$ cat src/rtl/mod_mult_pkg.sv
// -----------------------------------------------------------------------------
// mod_mult_pkg
// Shared definitions for the digit-serial modular multiplier:
//   - state_e     : controller states (IDLE -> TABLE -> RUN -> DONE)
//   - DEF_*       : default modulus / width / digit size
//   - num_digits  : number of DIGIT-bit digits needed to cover a W-bit operand
// -----------------------------------------------------------------------------
package mod_mult_pkg;

    typedef enum logic [1:0] {
        ST_IDLE  = 2'd0,
        ST_TABLE = 2'd1,
        ST_RUN   = 2'd2,
        ST_DONE  = 2'd3
    } state_e;

    localparam int DEF_MODULUS = 997;
    localparam int DEF_W       = 10;
    localparam int DEF_DIGIT   = 3;

    // ceil(w / digit)
    function automatic int num_digits(input int w, input int digit);
        return (w + digit - 1) / digit;
    endfunction

endpackage

$ cat src/rtl/mod_add.sv
// -----------------------------------------------------------------------------
// mod_add
// Combinational modular adder: s_o = (x_i + y_i) mod MODULUS.
// Both inputs must already be < MODULUS, so the W+1-bit sum is < 2*MODULUS
// and one conditional subtract fully reduces it.
// Ports:
//   x_i [W-1:0] : addend, < MODULUS
//   y_i [W-1:0] : addend, < MODULUS
//   s_o [W-1:0] : reduced sum
// -----------------------------------------------------------------------------
module mod_add
    import mod_mult_pkg::*;
#(
    parameter int W       = DEF_W,
    parameter int MODULUS = DEF_MODULUS
) (
    input  logic [W-1:0] x_i,
    input  logic [W-1:0] y_i,
    output logic [W-1:0] s_o
);

    localparam logic [W:0] MOD_X = (W+1)'(MODULUS);

    logic [W:0] sum;

    assign sum = {1'b0, x_i} + {1'b0, y_i};
    // After the subtract the top bit is always 0, so truncation is lossless.
    assign s_o = W'((sum >= MOD_X) ? (sum - MOD_X) : sum);

endmodule

$ cat src/rtl/mod_mult_serial.sv
// -----------------------------------------------------------------------------
// mod_mult_serial
// Digit-serial modular multiplier: result = (a * b) mod MODULUS.
// A table t[i] = i*a mod M (i < 2^DIGIT) is built after accept, then b is
// consumed DIGIT bits per cycle MSB-first:
//     acc <- 2^DIGIT * acc (+) t[digit]    (all mod M)
// Optional feature macro: MOD_MULT_RANGE_CHECK_EN
//   defined   : operands >= MODULUS finish in one edge with result 0, err 1
//   undefined : err tied to 0, no range comparison built
// Ports:
//   clk        : clock, rising edge
//   rst_n      : synchronous active-low reset
//   in_valid/in_ready   : operand handshake (ready only in IDLE, out of reset)
//   a, b [W-1:0]        : operands, expected < MODULUS
//   out_valid/out_ready : result handshake (valid held in DONE until taken)
//   result [W-1:0]      : product mod MODULUS
//   err                 : operand range error
// -----------------------------------------------------------------------------
module mod_mult_serial
    import mod_mult_pkg::*;
#(
    parameter int MODULUS = DEF_MODULUS,
    parameter int W       = DEF_W,
    parameter int DIGIT   = DEF_DIGIT
) (
    input  logic         clk,
    input  logic         rst_n,
    input  logic         in_valid,
    output logic         in_ready,
    input  logic [W-1:0] a,
    input  logic [W-1:0] b,
    output logic         out_valid,
    input  logic         out_ready,
    output logic [W-1:0] result,
    output logic         err
);

    localparam int N   = num_digits(W, DIGIT);
    localparam int NB  = N * DIGIT;
    localparam int TBL = 1 << DIGIT;
    localparam int CW  = (N > 1) ? $clog2(N) : 1;

    localparam logic [DIGIT-1:0] TBL_FIRST = DIGIT'(2);
    localparam logic [DIGIT-1:0] TBL_LAST  = '1;
    localparam logic [CW-1:0]    CNT_LAST  = CW'(N - 1);

    state_e                  state_q, state_d;
    logic [W-1:0]            a_q, a_d;
    logic [NB-1:0]           b_q, b_d;
    logic [W-1:0]            acc_q, acc_d;
    logic [TBL-1:0][W-1:0]   t_q, t_d;
    logic [DIGIT-1:0]        tbl_idx_q, tbl_idx_d;
    logic [CW-1:0]           cnt_q, cnt_d;

    logic                    accept;
    logic                    range_bad;
    logic [DIGIT-1:0]        digit;
    logic [DIGIT-1:0]        prev_idx;
    logic [W-1:0]            tbl_sum;
    logic [W-1:0]            acc_sum;
    logic [DIGIT:0][W-1:0]   dbl;

    assign in_ready  = rst_n && (state_q == ST_IDLE);
    assign accept    = in_valid && in_ready;
    assign out_valid = (state_q == ST_DONE);
    assign result    = acc_q;

`ifdef MOD_MULT_RANGE_CHECK_EN
    localparam logic [W-1:0] MOD_W = W'(MODULUS);
    logic err_q;

    assign range_bad = (a >= MOD_W) || (b >= MOD_W);

    // err reflects the most recent accept and is re-evaluated on each one.
    always_ff @(posedge clk) begin
        if (!rst_n) begin
            err_q <= 1'b0;
        end else if (accept) begin
            err_q <= range_bad;
        end
    end
    assign err = err_q;
`else
    assign range_bad = 1'b0;
    assign err       = 1'b0;
`endif

    // ---------------- datapath ----------------
    assign digit    = b_q[NB-1 -: DIGIT];
    assign prev_idx = tbl_idx_q - DIGIT'(1);

    // Table build: t[i] = t[i-1] (+) a
    mod_add #(.W(W), .MODULUS(MODULUS)) u_tbl (
        .x_i (t_q[prev_idx]),
        .y_i (a_q),
        .s_o (tbl_sum)
    );

    // DIGIT chained doublings of acc, each one an x (+) x step.
    assign dbl[0] = acc_q;
    for (genvar gi = 0; gi < DIGIT; gi++) begin : g_dbl
        mod_add #(.W(W), .MODULUS(MODULUS)) u_dbl (
            .x_i (dbl[gi]),
            .y_i (dbl[gi]),
            .s_o (dbl[gi+1])
        );
    end

    mod_add #(.W(W), .MODULUS(MODULUS)) u_acc (
        .x_i (dbl[DIGIT]),
        .y_i (t_q[digit]),
        .s_o (acc_sum)
    );

    // ---------------- controller ----------------
    always_comb begin
        state_d   = state_q;
        a_d       = a_q;
        b_d       = b_q;
        acc_d     = acc_q;
        t_d       = t_q;
        tbl_idx_d = tbl_idx_q;
        cnt_d     = cnt_q;

        case (state_q)
            ST_IDLE: begin
                if (accept) begin
                    a_d       = a;
                    b_d       = NB'(b);     // zero-extend to whole digits
                    acc_d     = '0;
                    t_d[0]    = '0;
                    t_d[1]    = a;
                    tbl_idx_d = TBL_FIRST;
                    cnt_d     = '0;
                    if (range_bad) begin
                        state_d = ST_DONE;
                    end else if (DIGIT == 1) begin
                        state_d = ST_RUN;   // t[0], t[1] already complete
                    end else begin
                        state_d = ST_TABLE;
                    end
                end
            end
            ST_TABLE: begin
                t_d[tbl_idx_q] = tbl_sum;
                tbl_idx_d      = tbl_idx_q + DIGIT'(1);
                if (tbl_idx_q == TBL_LAST) begin
                    state_d = ST_RUN;
                end
            end
            ST_RUN: begin
                acc_d = acc_sum;
                b_d   = b_q << DIGIT;
                cnt_d = cnt_q + CW'(1);
                if (cnt_q == CNT_LAST) begin
                    state_d = ST_DONE;
                end
            end
            ST_DONE: begin
                if (out_ready) begin
                    state_d = ST_IDLE;
                end
            end
            default: begin
                state_d = ST_IDLE;
            end
        endcase
    end

    always_ff @(posedge clk) begin
        if (!rst_n) begin
            state_q   <= ST_IDLE;
            a_q       <= '0;
            b_q       <= '0;
            acc_q     <= '0;
            t_q       <= '0;
            tbl_idx_q <= '0;
            cnt_q     <= '0;
        end else begin
            state_q   <= state_d;
            a_q       <= a_d;
            b_q       <= b_d;
            acc_q     <= acc_d;
            t_q       <= t_d;
            tbl_idx_q <= tbl_idx_d;
            cnt_q     <= cnt_d;
        end
    end

endmodule

$ cat config.mk
export PLATFORM = sky130hd
export DESIGN_NAME = mod_mult_serial
export DESIGN_NICKNAME = d
export VERILOG_FILES = /design/src/rtl/mod_mult_pkg.sv /design/src/rtl/mod_add.sv /design/src/rtl/mod_mult_serial.sv
export SDC_FILE = /design/constraint.sdc
export NUM_CORES = 1
export LEC_CHECK = 0
export BUFFER_PORTS_ARGS = -buffer_cell sky130_fd_sc_hd__buf_2
export CAP_MARGIN = 25
export CORE_MARGIN = 2
export CORE_UTILIZATION = 50
export CTS_CLUSTER_SIZE = 20
export DETAILED_ROUTE_END_ITERATION = 8
export PLACE_DENSITY = 0.78
export SYNTH_ARGS = -nofsm -noshare
export SYNTH_HDL_FRONTEND = slang
export SYNTH_SLANG_ARGS = --single-unit
$ cat constraint.sdc
create_clock -name clk -period 8.5 [get_ports clk]
set_clock_uncertainty 0.15 [all_clocks]
set_input_delay 0.425 -clock clk [delete_from_list [all_inputs] [get_ports clk]]
set_output_delay 0.425 -clock clk [all_outputs]
set_load 0.005 [all_outputs]
==> run summary <==
The path with the worst hold slack has its endpoint at a_q[3]$_SDFFE_PN0P_. In this run the remaining antenna-violating nets after routing total 0. The worst setup path is launched from a flop. The clock root buffer master is clkbuf_16. Data arrives at the worst endpoint at 7.27 ns. The post-synthesis compound-gate area fraction is 24.0%. The number of cells on the worst reg-to-reg path is 25. The portion of the post-synthesis area used by sequential elements came out at 31.3%. The final setup violation count came out at 0. After detailed routing, the number of vias per cell comes to 6.31. The startpoint identified for the worst hold timing path is a[3]. The worst hold path belongs to the class input pin to flop. The total via count in the routed design came out at 6750. The biggest area contributor in the post-synthesis netlist is dfxtp_1.

The number of post-CTS setup repair buffers came out at 0. The initial utilization of the core area, before any placement, comes to 50.6%. The number of hold buffers added after CTS was 0. The share of flip-flops with an asynchronous set or reset after synthesis is 0%. The weighted congestion reported at the end of routability-driven placement is 0.862. The number of failing hold endpoints at the final stage is 0. The number of top-level pins came out at 37. The post-route netlist has 18.2% of its cells at a drive strength greater than 1. In the synthesized netlist, mux cells make up 17.0% of the area.

The number of max-cap violations came out at 0. The wire length per cell came out at 18.2 um. At the later pin of the worst-skew pair, clock insertion delay measures 0.42 ns. The number of design rule violations left after detail routing is 0.

With fillers left out, the area of the finished cells amounts to 8530 sq um. Along the worst path, the maximum fanout reaches 10. For this run, the leading register cell type out of synthesis is dfxtp_1. The number of H-tree levels is 4. The number of nets at the end of the flow came out at 931.

The endpoint identified for the worst register-to-register timing path is result[6]$_SDFFE_PN0P_. The cell area that synthesis handed to floorplanning was 7600 sq um. By startpoint and endpoint, the worst setup path is classified as flop to flop. The transition at the pin with the smallest max-transition slack came out at 0.983 ns. Among all cell types in the netlist, the one instantiated most often is dfxtp_1. After synthesis, the largest family of logic cells by area is compound AO/OA/AOI/OAI gates. The launching point of the worst reg2reg path is result[1]$_SDFFE_PN0P_.

The post-synthesis share of cell area spent on xor and xnor gates is 4.61%. The area fraction in and, or, nand and nor cells after synthesis came out at roughly 13%. After global routing the overflow that remains totals 0. The clock transition at the register clock pins on the worst setup and hold paths after CTS is 0.06 ns. The number of buffers inserted by port buffering came out at 35.

In this run, the number of DRC markers left after iteration 0 of detailed routing was 657. The number of synthesized register bits is between 100 and 150. The tree built by TritonCTS fans out to 119 sinks. The number of library cell types mapped by synthesis is 73. The post-cts sizing count is 0. The count of mapped cells out of synthesis is around 850. The die span in y is 127 um. The total area inside the core boundary comes to 15000 sq um. By area the synthesized netlist is led by dfxtp_1, mux4_2, ha_1, o21ai_0, a21oi_1.

Counting every net in the synthesized netlist gives 910. The sort of element at the end of the critical path is a flop. The maximum buffer depth of the clock tree is 2. The data required time of the worst path is 8.65 ns. Each instance of the synthesized netlist takes up on average 8.96 sq um.

The count of inserted antenna diode cells came out at 0. The worst setup slack for register-to-register paths came out at 1.37 ns. IR analysis of the VDD net gives a maximum drop of 171 uV. The number of enable-type register cells in the synthesized netlist is 0. After Yosys synthesis, full adders, half adders and majority gates account for 6.29% of the synthesized area. The routed wire length came out at 19400 um. Entering global routing, the biggest net connects 90 pins.

Dividing total power by cell area gives a power density of 246 nW/um^2. The top-area cell type share of the netlist area is 31.3%. The number of synthesis warnings is 0. The die area is 16200 sq um. The global routing usage summed across all routing layers is 24.6%.

Setup repair after global routing left no endpoint under its margin. The number of max-slew violations in the final report came out at 0. The worst slew margin relative to its limit is 34.2%.

Measured along the x axis, the die boundary spans ~130 um. The number of antenna violations at the first check in global routing is 0. The cell area after placement is 7920 sq um. The row count came out at 45. Along the worst hold path, the cell count comes to 3.

After routing, the total negative slack on setup checks comes to 0 ns. The number of search-and-repair iterations in the first detailed-routing pass came out at 5. The area growth from synthesis to final layout came out at 12.2%. In the finished design, the share of the clock period the worst path needs comes to 83.8%. The TritonCTS clock tree is yes. The fmax is 140 MHz. The standby leakage power is 3.33 nW.

The HPWL after detailed placement came out at 13300 um. The number of global-route vias before repair is 6437. In the synthesized netlist, the cells that appear most often are dfxtp_1, o21ai_0, a21oi_1, nand2_1, nor2_1.

The routed design could run at a clock period as short as approximately 7.1 ns. The number of buffers created by CTS is 17. The run finished with clean final reports. The first-pass GRT wire length came out at 32100 um.
-- logic make-up after synthesis --
logic type,after synthesis
compound gates,287
simple gates,216
flops,119
mux,76
buf+inv,73
xor+xnor,40
fa+ha+maj,37
other cells,1
-- worst max-delay path, cell delays in order, from the launching register on --
cell and delay [ns]:
dfxtp_1 0.41, ha_1 0.34, o311a_4 0.37, a21oi_4 0.26, inv_1 0.16, ha_1 0.43
nor2b_1 0.21, a311oi_1 0.34, a21oi_1 0.08, or3_4 0.40, xnor2_1 0.13, o41a_1 0.51
inv_1 0.13, nor2_1 0.06, xnor2_1 0.14, ha_1 0.36, a21oi_1 0.22, o21bai_1 0.10
a2111oi_0 0.59, nor2_1 0.14, xnor2_1 0.19, nor3_1 0.40, a31oi_1 0.31, nor3b_1 0.32
xnor2_1 0.15, o21ai_0 0.08
-- flip-flops by register name (all words and copies together) (netlist names) --
name	cells
t_q	80
a_q	10
cnt_q	2
b_q	12
state_q	2
result	10
tbl_idx_q	3
-- final cells by class --
| class | instances | area [sq um] |
|---|---|---|
| clock buffer | 20 | 457 |
| clock inverter | 10 | 153 |
| fill | 1274 | 6500 |
| inverter | 26 | 97.6 |
| multi-input combinational | 657 | 4920 |
| sequential | 119 | 2380 |
| tap | 188 | 235 |
| timing repair buffer | 49 | 282 |
-- how the worst max path moves through the flow --
stage | to | from | slack [ns] | cells after the start
final | result[6]$_SDFFE_PN0P_ | result[1]$_SDFFE_PN0P_ | 1.37 | 25
after global routing | result[6]$_SDFFE_PN0P_ | result[1]$_SDFFE_PN0P_ | 0.75 | 24
after CTS | result[6]$_SDFFE_PN0P_ | result[1]$_SDFFE_PN0P_ | 1.41 | 24
after detailed placement | result[6]$_SDFFE_PN0P_ | result[1]$_SDFFE_PN0P_ | 1.47 | 24
after global placement | result[6]$_SDFFE_PN0P_ | result[1]$_SDFFE_PN0P_ | 1.62 | 24
after floorplan | result[6]$_SDFFE_PN0P_ | result[0]$_SDFFE_PN0P_ | 2.06 | 26
-- metrics by stage --
stage | setup slack [ns] | cells | total power, W | hold WS (ns) | util (%)
detailed placement | 1.47 | 1039 | 0.00135 | 0.300 | 52.7
floorplan | 2.06 | 849 | 0.00117 | 0.287 | -
finish | 1.37 | 1069 | 0.00210 | 0.0622 | 56.8
global placement | 1.62 | 1037 | 0.00133 | 0.297 | 52.6
CTS | 1.41 | 1069 | 0.00210 | 0.0582 | 56.8
global route | 0.755 | 1069 | 0.00220 | 0.0643 | 56.8
-- cell usage in the layout (no fill, tap or decap), drive strengths merged, types with 4 or more instances in the layout --
cell / netlist / routed
a211oi: 17 / 17
a31oi: 7 / 7
o22ai: 17 / 17
nand3: 23 / 23
clkinv: 0 / 5
mux2: 21 / 21
ha: 35 / 35
xor2: 13 / 13
nor2: 61 / 61
a32oi: 6 / 6
xnor2: 27 / 27
clkbuf: 33 / 20
nand2b: 8 / 8
o31a: 5 / 5
nor3: 8 / 8
dfxtp: 119 / 119
mux4: 40 / 40
o21ai: 89 / 89
bufinv: 0 / 4
a21oi: 83 / 83
o21bai: 7 / 7
and3: 6 / 6
inv: 26 / 26
buf: 14 / 49
nand3b: 4 / 4
a21o: 11 / 11
nand2: 81 / 81
a31o: 4 / 4
mux2i: 15 / 15
or3: 7 / 7
a22oi: 8 / 8
and2: 4 / 4
nor2b: 5 / 5
-- routing by layer --
metal  GRT usage [%]  vias up  share of wire [%]
met3            5.11       41                6.5
met1            32.2     3227                 44
li1                -     3201                  -
met2            39.8      281                 47
met4            10.2        0                2.3
met5               0        -                  0
-- power breakdown --
part	switching (W)	leakage, nW	internal [W]
combinational	0.000425	2.06	0.000257
sequential	0.0000516	0.965	0.000621
clock	0.000248	0.301	0.000499
total	0.000724	3.33	0.00138
Note: power is estimated with default switching activity, not from simulation.
